[config.mk]
export PLATFORM = sky130hd
export DESIGN_NAME = user_locked_read_port
export DESIGN_NICKNAME = d
export VERILOG_FILES = /design/src/rtl/user_locked_read_port.sv
export SDC_FILE = /design/constraint.sdc
export NUM_CORES = 1
export LEC_CHECK = 0
export BUFFER_PORTS_ARGS = -buffer_cell sky130_fd_sc_hd__clkbuf_2
export CORE_MARGIN = 2
export CORE_UTILIZATION = 52
export CTS_BUF_LIST = sky130_fd_sc_hd__clkbuf_4
export DETAILED_ROUTE_END_ITERATION = 10
export PLACE_DENSITY = 0.8
export REMOVE_ABC_BUFFERS = 1
export SLEW_MARGIN = 15
export SYNTH_ARGS = -nofsm -noshare
export SYNTH_HDL_FRONTEND = slang
export SYNTH_SLANG_ARGS = --single-unit
export TNS_END_PERCENT = 5
[constraint.sdc]
create_clock -name clk -period 1.71 [get_ports clk]
set_input_delay 0.342 -clock clk [delete_from_list [all_inputs] [get_ports clk]]
set_output_delay 0.342 -clock clk [all_outputs]
set_load 0.005 [all_outputs]
[src/rtl/user_locked_read_port.sv]
// user_locked_read_port: returns the protected register only to READ_ID; counts denials and locks out repeat offenders
module user_locked_read_port #(
    parameter int WIDTH = 8,
    parameter logic [1:0] READ_ID = 2'h2,
    parameter int MAX_FAILS = 3,
    parameter int LOCK_CYCLES = 16,
    localparam int FW = $clog2(MAX_FAILS + 1),
    localparam int LW = $clog2(LOCK_CYCLES + 1)
) (
    input  logic             clk,
    input  logic             rst_n,
    input  logic [1:0]       usr_id,
    input  logic             rd_req,
    input  logic [WIDTH-1:0] reg_data,
    output logic             rd_busy,
    output logic             rsp_valid,
    input  logic             rsp_ready,
    output logic [WIDTH-1:0] rsp_data,
    output logic             rsp_err,
    output logic             locked,
    output logic [FW-1:0]    fail_cnt
);
    typedef enum logic [1:0] {IDLE, RESP, LOCKED} state_t;
    state_t state;
    logic [LW-1:0] lock_cnt;
    logic [FW-1:0] fail_nxt;
    assign fail_nxt = (fail_cnt == FW'(MAX_FAILS)) ? fail_cnt : fail_cnt + 1'b1;
    // rd_busy stays high for one IDLE cycle after lockout so it falls the cycle after locked
    always_ff @(posedge clk or negedge rst_n) begin
        if (!rst_n) begin
            state     <= IDLE;
            rd_busy   <= 1'b0;
            rsp_valid <= 1'b0;
            rsp_data  <= '0;
            rsp_err   <= 1'b0;
            locked    <= 1'b0;
            fail_cnt  <= '0;
            lock_cnt  <= '0;
        end else begin
            case (state)
                IDLE: begin
                    if (rd_busy) begin
                        rd_busy <= 1'b0;
                    end else if (rd_req) begin
                        state     <= RESP;
                        rd_busy   <= 1'b1;
                        rsp_valid <= 1'b1;
                        rsp_data  <= (usr_id == READ_ID) ? reg_data : '0;
                        rsp_err   <= usr_id != READ_ID;
                    end
                end
                RESP: begin
                    if (rsp_ready) begin
                        rsp_valid <= 1'b0;
                        rsp_data  <= '0;
                        rsp_err   <= 1'b0;
                        fail_cnt  <= rsp_err ? fail_nxt : '0;
                        if (rsp_err && fail_nxt == FW'(MAX_FAILS)) begin
                            state    <= LOCKED;
                            locked   <= 1'b1;
                            lock_cnt <= LW'(LOCK_CYCLES);
                        end else begin
                            state   <= IDLE;
                            rd_busy <= 1'b0;
                        end
                    end
                end
                LOCKED: begin
                    lock_cnt <= lock_cnt - 1'b1;
                    if (lock_cnt == LW'(1)) begin
                        state    <= IDLE;
                        locked   <= 1'b0;
                        fail_cnt <= '0;
                    end
                end
                default: state <= IDLE;
            endcase
        end
    end
endmodule

==> summary.txt, run 1 <==
Setup path
  – Worst setup path start: state[1]
  – Flop2flop setup slack: 160 ps
  – CP Class: register to register
  – Worst-path cell chain: nor4b_1 > nor2_2 > a22o_2
  – CP arrival: 1760 ps
  – Worst r2r dst: rsp_data[7]
  – R2R Path Start: state[1]
  – Critical Path Source Type: register
  – Worst path max stage delay: 500 ps
  – Cells on worst reg2reg path: 3
  – CP Data Required Time: between 1500 and 2000 ps
  – Worst setup path end: rsp_data[7]
  – CP endpoint kind: register
  – Critical path peak fanout: 10
  – Worst path slowest cell: dfrtp_1

Logic synthesis
  – EDFF count, synth: 0
  – Cells after Synth: 83
  – Primary FF master, synth: dfrtp_1
  – Synth Cell Area: 963 µm²
  – Register bit total from synthesis: 21
  – Yosys warning count: 0
  – Sequential element share of the synthesized area: 0.545
  – Synthesized area per cell: between 10 and 15 µm²
  – Synth async-reset ratio: 1.00
  – Yosys cell types: 32

Cells and area
  – Fill cells: 155
  – Reg area: 526 µm²
  – ANT cells: 0
  – P&R area growth vs syn: 20.6%
  – Layout Cells excl Fill: 139
  – Footprint of the multi-input gates: 425 µm²
  – Share of cells above drive strength 1: 0.412
  – Layout Nets: 131

GRT
  – Overall Global Routing Usage: 0.219
  – Initial antenna violation count: 0
  – Largest net degree at the start of global routing: 22
  – Gr ovfl total: 0
  – Vias in the first global route: 725
  – First-pass GRT wire length: ~3300 µm

Detailed routing
  – DR WL/cell: 15.5 µm
  – Final wirelength: around 2100 µm
  – Vias/cell: about 5.5
  – Detail Route Antenna Nets: 0
  – Vias: roughly 760
  – DRC: 0
  – DRT Pass-1 Iters: 4
  – 1st-iter DRT viols: 7

Clock tree
  – CTS tree: yes
  – CTS Buf Count: 3
  – Clock-pin slew on the worst setup and hold paths: 120 ps
  – CTS H-tree depth: 1
  – CTS sink count: 21
  – Clk Latency, worst-skew pair: 310 ps
  – Hold Buf Count CTS: 0
  – Root buf cell: clkbuf_4
  – CTS max path bufs: 2
  – Post-CTS sizing: 0
  – Post-CTS setup buffers: 0

Floorplanning
  – Core ar.: 1730 µm²
  – Initial Util: 0.558
  – Die Wd: about 47 µm
  – Row Count: 15
  – Die Ht: around 47 µm
  – # IOs: 28
  – Die footprint: 2210 µm²

Timing
  – Sum Neg Setup Slack: 0 ps
  – Crit share post-route: 0.907
  – # setup viols final: 0
  – RSZ-0062 raised after global routing: false
  – Clock skew: roughly 3.5 ps
  – Fin crit period: 1550 ps
  – Slew @ Worst Pin: 535 ps
  – Setup ws final: 159 ps
  – Fin. Hold Viols: 21
  – Max-slew violation count: 0
  – Max Freq: 645 MHz
  – Rel. slew slack: 0.643
  – WHS: -14.5 ps

Pwr
  – P_leak: 0.000585 µW
  – Pwr Density: approximately 1700 nW/µm²
  – VDD IR-drop max: 1.02 mV
  – Total power: 1930 µW

Job
  – Max_cap viols: 0

Placed design
  – Placed instance count: 135
  – Port Buffers: 27
  – GPL Wtd Cong: 0.822
  – Worst slack at placement: ~180 ps
  – Detail Placement HPWL: 1520 µm

Status
  – Failing checks: hold timing
  – Status: complete, but fails checks

Hold path
  – Worst hold-check path type: primary input to async pin
flip-flops by register name, indices dropped and copies added, names as in the netlist:
signal	flops
rsp_data	8
lock_cnt	5
fail_cnt	2
state	2
locked	1
rd_busy	1
rsp_err	1
rsp_valid	1
where the power goes:
group	total, µW	internal (µW)	switching, µW	leakage, µW
Combinational	758	379	379	0.000302
Clock	261	107	154	0.0000184
Sequential	908	692	216	0.000265
stage by stage:
step | instance area (µm²) | util
floorplan | 958 | -
global placement | 1130 | 0.656
global route | 1160 | 0.673
CTS | 1160 | 0.673
detailed placement | 1130 | 0.656
finish | 1160 | 0.673
Yosys cell counts (2+ instances only):
cell	number	area (µm²)
dfrtp_1	21	526
nand2_1	9	33.8
a22o_2	8	80.1
o21ai_0	6	30.0
nand3_1	4	20.0
nor2_1	3	11.3
o211ai_1	3	22.5
and3b_2	2	20.0
ha_1	2	25.0
inv_1	2	7.51
or3_1	2	12.5
layout make-up:
class,count,share of cell area
inverter,2,0.00646
sequential,21,0.452
clock buffer,4,0.0258
timing repair buffer,28,0.123
multi-input combinational,59,0.366
tap,25,0.0269
cells by family after synthesis:
family                     Yosys count  synth area share
DFF                                 21             0.545
buffers and inverters                3            0.0130
and+or+nand+nor                     33             0.222
AOI/OAI and AO/OA                   23             0.184
xor gates and xnor gates             1           0.00909
adders and majority gates            2            0.0260
layer usage:
metal  up-vias  part of all wire  global-route usage
met3         5             0.051              0.0462
met5         -                 0                   0
met4         0             0.016              0.0889
met1       361              0.44               0.294
met2        26              0.49               0.345
li1        370                 -                   -
how the worst min path moves through the flow:
stage                     startpoint           to  slack, ps  cells after the start
after floorplan                rst_n  fail_cnt[0]         50                      0
after global placement         rst_n  lock_cnt[3]        340                      1
after detailed placement       rst_n  lock_cnt[3]        340                      1
after CTS                      rst_n  rsp_data[2]          6                      1
after global routing           rst_n  lock_cnt[3]         10                      1
final                          rst_n  lock_cnt[4]        -10                      1
cells in the final DEF, fill, tap and decap left out, drive strengths merged, types with 2 or more instances in the layout:
cell type  Yosys  routed
nand2          9       9
o211ai         3       3
inv            2       2
nor2           5       5
and3b          2       2
or4b           2       2
clkbuf         0      31
or2b           2       2
dfrtp         21      21
or3            2       2
nand3          4       4
a22o           9       9
o21ai          6       6
ha             2       2
critical path, delay by kind of cell, from the launching register on:
kind / cells / cell delay, ps
AO/OA/AOI/OAI: 1 / 290
AND/OR/NAND/NOR: 2 / 660
flip-flops: 1 / 500
No activity file was read; power rests on OpenSTA's default activity.
==> inputs of run 2 (changes only) <==
CORE_UTILIZATION = 56   (was 52)
PLACE_DENSITY = 0.85   (was 0.8)
clock period = 1.8 ns   (was 1.71 ns; I/O delays follow)
==> run 2 against run 1 <==
Sequential power fell by 6.6%. Via count fell by 3.3%. Flip-flop and latch count did not move. Utilization rose by 5.9 points. Final cell count fell by 7.2%. The run now ends clean. Total power fell by 9.1%. Die area fell by 6.6%. Worst hold slack improved by 23 ps. Largest cell class unchanged.
==> summary.txt, run 2 (synthesized netlist as in run 1, its figures left out) <==
Timing
  – # setup viols final: 0 (unchanged)
  – Sum Neg Setup Slack: 0 ps (unchanged)
  – Fin crit period: 1540 ps (-11.6 ps)
  – RSZ-0062 raised after global routing: false
  – Crit share post-route: 0.855 (-0.0518)
  – Max Freq: 650 MHz (+0.76%)
  – Clock skew: 2.62 ps (-0.917 ps)
  – Max-slew violation count: 0 (unchanged)
  – Fin. Hold Viols: 0 (-100%)
  – Slew @ Worst Pin: 497 ps (-37.8 ps)
  – Rel. slew slack: 0.668 (+0.0252)

Setup path
  – CP endpoint kind: register
  – Worst r2r dst: rsp_data[4]
  – R2R Path Start: state[1]
  – CP arrival: 1730 ps (-30 ps)
  – CP Class: register to register
  – Critical path peak fanout: 10 (unchanged)
  – CP Data Required Time: 1990 ps (+70 ps)
  – Cells on worst reg2reg path: 3 (unchanged)
  – Critical Path Source Type: register
  – Flop2flop setup slack: 260 ps (+100 ps)

Placed design
  – GPL Wtd Cong: 0.831 (+1.1%)
  – Dpl cell area: 1110 µm² (-1.7%)
  – Detail Placement HPWL: 1360 µm (-11%)
  – Port Buffers: 27 (unchanged)

Clock tree
  – Clock-pin slew on the worst setup and hold paths: 120 ps (about the same)
  – CTS Buf Count: 3 (unchanged)
  – CTS max path bufs: 2 (unchanged)
  – CTS H-tree depth: 1 (unchanged)
  – CTS tree: yes
  – Post-CTS setup buffers: 0 (unchanged)
  – Root buf cell: clkbuf_4
  – Clk Latency, worst-skew pair: 290 ps (-20 ps)
  – CTS sink count: 21 (unchanged)
  – Post-CTS sizing: 0 (unchanged)
  – Hold Buf Count CTS: 0 (unchanged)

Detailed routing
  – Final wirelength: 1800 µm (-16%)
  – DR WL/cell: 14.0 µm (-9.7%)
  – Vias: 737 (-3.3%)
  – DRT Pass-1 Iters: 4 (unchanged)
  – Detail Route Antenna Nets: 0 (unchanged)
  – DRC: 0 (unchanged)
  – 1st-iter DRT viols: 13 (+6)
  – Vias/cell: 5.71 (+4.2%)

Cells and area
  – Layout Nets: 130 (-0.76%)
  – Fill cells: 123 (-21%)
  – Regs by FF count: rsp_data: 8 flops, lock_cnt: 5 flops
  – Final instance area: 1140 µm² (-1.8%)
  – P&R area growth vs syn: 18.4%
  – Commonest non-fill, non-tap cell in the layout: clkbuf_2
  – ANT cells: 0 (unchanged)
  – Biggest register: rsp_data
  – Share of cells above drive strength 1: 0.407 (-0.00520)
  – Largest register FFs: 8 (unchanged)
  – Highest-count cells in the layout ignoring fill and taps: clkbuf_2, dfrtp_1, nand2_1

Job
  – Max_cap viols: 0 (unchanged)

Pwr
  – VDD IR-drop max: 1.09 mV (+7.2%)
  – Pwr Density: 1530 nW/µm² (-7.4%)
  – Flop pwr share: 0.484 (+0.013)
  – Clock power frac: 0.126 (-0.009)
  – Switching share of power: 0.380 (-0.00856)
  – Psw: 666 µW (-11%)
  – P_int: 1080 µW (-7.9%)
  – P_leak: 0.000580 µW (-0.84%)
  – Logic pwr share: 0.389 (-0.004)

GRT
  – Gr ovfl total: 0 (unchanged)
  – Initial antenna violation count: 0 (unchanged)
  – Vias in the first global route: 637 (-12%)
  – Largest net degree at the start of global routing: 22 (unchanged)
  – Overall Global Routing Usage: 0.190 (-0.0289)
  – First-pass GRT wire length: 2850 µm (-14%)

Hold path
  – Worst hold-check path type: primary input to async pin

Status
  – Status: finished, final reports clean

Floorplanning
  – Row Count: 14 (-1)
  – Die footprint: 2070 µm² (-6.6%)
  – Die Ht: 45.5 µm (-3.3%)
  – # IOs: 28 (unchanged)
  – Core ar.: 1560 µm² (-9.7%)
  – Initial Util: 0.618 (+0.0600)
  – Die Wd: 45.5 µm (-3.3%)
[run 2: how the worst max path moves through the flow]
stage | slack [ps] | depth (start not counted) | from | end
6_report | 260 | 3 | state[1] | rsp_data[4]
5_1_grt | 130 | 3 | state[1] | rsp_data[6]
4_1_cts | 260 | 3 | state[1] | rsp_data[4]
3_5_place_dp | 280 | 3 | state[1] | rsp_data[4]
3_3_place_gp | 350 | 3 | state[0] | rsp_data[6]
2_1_floorplan | 430 | 3 | state[1] | rsp_data[0]
[run 2: per-layer routing]
metal / share of wire / GRT usage / up-vias
met1: 0.52 / 0.278 / 350
met2: 0.44 / 0.287 / 19
met5: 0 / 0 / -
met4: 0.0072 / 0.0471 / 0
met3: 0.039 / 0.0397 / 2
li1: - / - / 366
[run 2: final cells by class]
type | instances | area [µm²] | area share
flip-flops and latches | 21 | 526 | 0.461
multi-input cells | 59 | 425 | 0.373
repair buffers | 27 | 135 | 0.118
clock buffers | 3 | 22.5 | 0.0197
well taps | 16 | 20.0 | 0.0175
inverters | 2 | 7.51 | 0.00658
clock inverters | 1 | 5.00 | 0.00439
[run 2: stage by stage]
step	total power, µW	hold WS, ps	setup WS (ps)	util	std cells
floorplan	1280	64.4	429	-	82
global placement	1510	345	351	0.714	125
detailed placement	1540	349	281	0.714	125
CTS	1760	25.0	260	0.732	129
global route	1910	45.5	129	0.732	129
finish	1750	8.69	261	0.732	129
[run 2: worst max-delay path: stages (launching register included)]
cell     delay (ps)
dfrtp_1         480
nor4b_1         480
nor2_2          180
a22o_2          300
[run 2: power by group through the flow]
| stage | clock, µW | combinational [µW] | sequential (µW) |
|---|---|---|---|
| 2_1_floorplan | 0 | 463 | 822 |
| 3_3_place_gp | 0 | 672 | 839 |
| 3_5_place_dp | 0 | 686 | 853 |
| 4_1_cts | 224 | 692 | 844 |
| 5_1_grt | 241 | 789 | 876 |
| 6_report | 221 | 682 | 848 |
==> inputs of run 3 (changes only) <==
CORE_UTILIZATION = 52   (was 56)
PLACE_DENSITY = 0.8   (was 0.85)
clock period = 1.55 ns   (was 1.8 ns; I/O delays follow)
==> run 3 against run 2 <==
Non-clock buffer count is 4 higher. Worst hold slack better by 210 ps. Utilization is 4.6 points lower. Largest cell class unchanged. Via count is 3.5% higher. Sequential share of layout area is 1.7 points lower. Worst setup slack worse by 160 ps. Final area is 3.8% higher. Total power is 20% higher. Sequential power is 12% higher.
==> summary.txt, run 3 (synthesized netlist as in run 1, its figures left out) <==
Clock tree
  – Post-CTS setup buffers: 0 (unchanged)
  – CTS max path bufs: 2 (unchanged)
  – CTS H-tree depth: 1 (unchanged)
  – CTS Buf Count: 3 (unchanged)
  – Root buf cell: clkbuf_4
  – CTS tree: yes
  – Clock-pin slew on the worst setup and hold paths: 120 ps (about the same)
  – Clk Latency, worst-skew pair: 300 ps (about the same)
  – CTS sink count: 21 (unchanged)

Pwr
  – Clock power frac: 0.124 (-0.002)
  – Flop pwr share: 0.454 (-0.030)
  – Pwr Density: 1770 nW/µm² (+16%)
  – P_int: 1310 µW (+20%)
  – Switching share of power: 0.378 (-0.00219)
  – P_leak: 0.000599 µW (+3.2%)
  – Total power: 2100 µW (+20%)
  – VDD IR-drop max: 1.06 mV (-2.4%)
  – Psw: 795 µW (+19%)
  – Logic pwr share: 0.422 (+0.033)

Timing
  – Max Freq: 692 MHz (+6.5%)
  – Crit share post-route: 0.932 (+0.0773)
  – Sum Neg Setup Slack: 0 ps (unchanged)
  – Slew @ Worst Pin: 484 ps (-13.4 ps)
  – Max-slew violation count: 0 (unchanged)
  – Fin. Hold Viols: 0 (unchanged)
  – RSZ-0062 raised after global routing: false
  – Fin crit period: 1450 ps (-94.0 ps)
  – # setup viols final: 0 (unchanged)
  – Clock skew: 10.4 ps (+7.81 ps)
  – WHS: 214 ps (+206 ps)
  – Rel. slew slack: 0.677 (+0.00893)

Floorplanning
  – Initial Util: 0.558 (-0.0600)
  – Die footprint: 2210 µm² (+7.0%)
  – Die Wd: 47.0 µm (+3.5%)
  – # IOs: 28 (unchanged)
  – Die Ht: 47.0 µm (+3.5%)
  – Core ar.: 1730 µm² (+11%)
  – Row Count: 15 (+1)

Status
  – Status: finished, final reports clean

Placed design
  – Port Buffers: 27 (unchanged)
  – GPL Wtd Cong: 0.769 (-7.5%)
  – Dpl cell area: 1150 µm² (+3.0%)
  – Detail Placement HPWL: 1470 µm (+8.1%)

Detailed routing
  – 1st-iter DRT viols: 12 (-1)
  – DRC: 0 (unchanged)
  – DRT Pass-1 Iters: 4 (unchanged)
  – DR WL/cell: 12.9 µm (-7.3%)
  – Vias: 763 (+3.5%)
  – Detail Route Antenna Nets: 0 (unchanged)
  – Final wirelength: 1840 µm (+2.1%)
  – Vias/cell: 5.37 (-6.0%)

Setup path
  – CP Data Required Time: 1730 ps (-260 ps)
  – Critical path peak fanout: 4 (-6)
  – Critical Path Source Type: register
  – CP endpoint kind: register
  – CP arrival: 1630 ps (-100 ps)
  – R2R Path Start: lock_cnt[1]
  – Worst setup path start: lock_cnt[1]
  – CP Class: register to register

Cells and area
  – Highest-count cells in the layout ignoring fill and taps: clkbuf_2, dfrtp_1, nand2_1
  – Fill cells: 155 (+26%)
  – Largest register FFs: 8 (unchanged)
  – Final instance area: 1180 µm² (+3.8%)
  – Regs by FF count: rsp_data: 8 flops, lock_cnt: 5 flops
  – Layout Nets: 134 (+3.1%)
  – Share of cells above drive strength 1: 0.419 (+0.0117)
  – ANT cells: 0 (unchanged)
  – Commonest non-fill, non-tap cell in the layout: clkbuf_2
  – P&R area growth vs syn: 23.0%
  – Fin util: 0.686 (-0.0457)
  – Biggest register: rsp_data

GRT
  – Vias in the first global route: 668 (+4.9%)
  – Overall Global Routing Usage: 0.193 (+0.00329)
  – First-pass GRT wire length: 3040 µm (+6.6%)
  – Initial antenna violation count: 0 (unchanged)
  – Gr ovfl total: 0 (unchanged)
  – Largest net degree at the start of global routing: 22 (unchanged)

Hold path
  – Worst hold-check path type: primary input to register
  – Min-delay src: reg_data[0]

Job
  – Max_cap viols: 0 (unchanged)
run 3: path summary, 6_finish.rpt:
path | slack, ps | cells past startpoint | endpoint
max | 100 | 5 | fail_cnt[1]
min | 210 | 2 | rsp_data[0]
max reg2reg | 100 | 5 | fail_cnt[1]
min reg2reg | 490 | 2 | rsp_valid
max in group asynchronous | 730 | 2 | lock_cnt[4]
min in group asynchronous | 480 | 2 | rsp_data[5]
run 3: through the flow:
step,setup WS (ps),std cells
2_1_floorplan,179,82
5_1_grt,3.25,142
3_5_place_dp,84.4,137
4_1_cts,75.0,142
6_report,105,142
3_3_place_gp,119,137
run 3: what timing repair did:
| item | CTS | global route |
|---|---|---|
| gates resized for setup | 0 | 1 |
| endpoints found under the hold margin | 21 | 0 |
| hold buffers | 1 | 0 |
| endpoints found under the setup margin | 0 | 1 |
run 3: final cells by class:
class / count / area (µm²) / share of cell area
well taps: 25 / 31.3 / 0.0264
inverters: 2 / 7.51 / 0.00634
multi-input cells: 59 / 425 / 0.359
clock buffers: 3 / 22.5 / 0.0190
flip-flops and latches: 21 / 526 / 0.444
clock inverters: 1 / 5.00 / 0.00422
repair buffers: 31 / 168 / 0.141
run 3: layer usage:
metal | vias up | track usage | part of all wire
li1 | 375 | - | -
met1 | 368 | 0.295 | 0.48
met2 | 16 | 0.277 | 0.47
met3 | 4 | 0.0346 | 0.034
met4 | 0 | 0.0667 | 0.014
met5 | - | 0 | 0
run 3: critical path, stage by stage (launching register included):
cell	delay (ps)
dfrtp_1	400
inv_1	80
ha_1	130
or4b_1	510
nand3_1	120
nand3_1	80
run 3: power by group through the flow:
stage          Sequential (µW)  Combinational [µW]  Clock (µW)
2_1_floorplan              954                 537           0
3_3_place_gp               951                 856           0
3_5_place_dp               966                 891           0
4_1_cts                    955                 897         258
5_1_grt                    993                1010         290
6_report                   954                 887         260
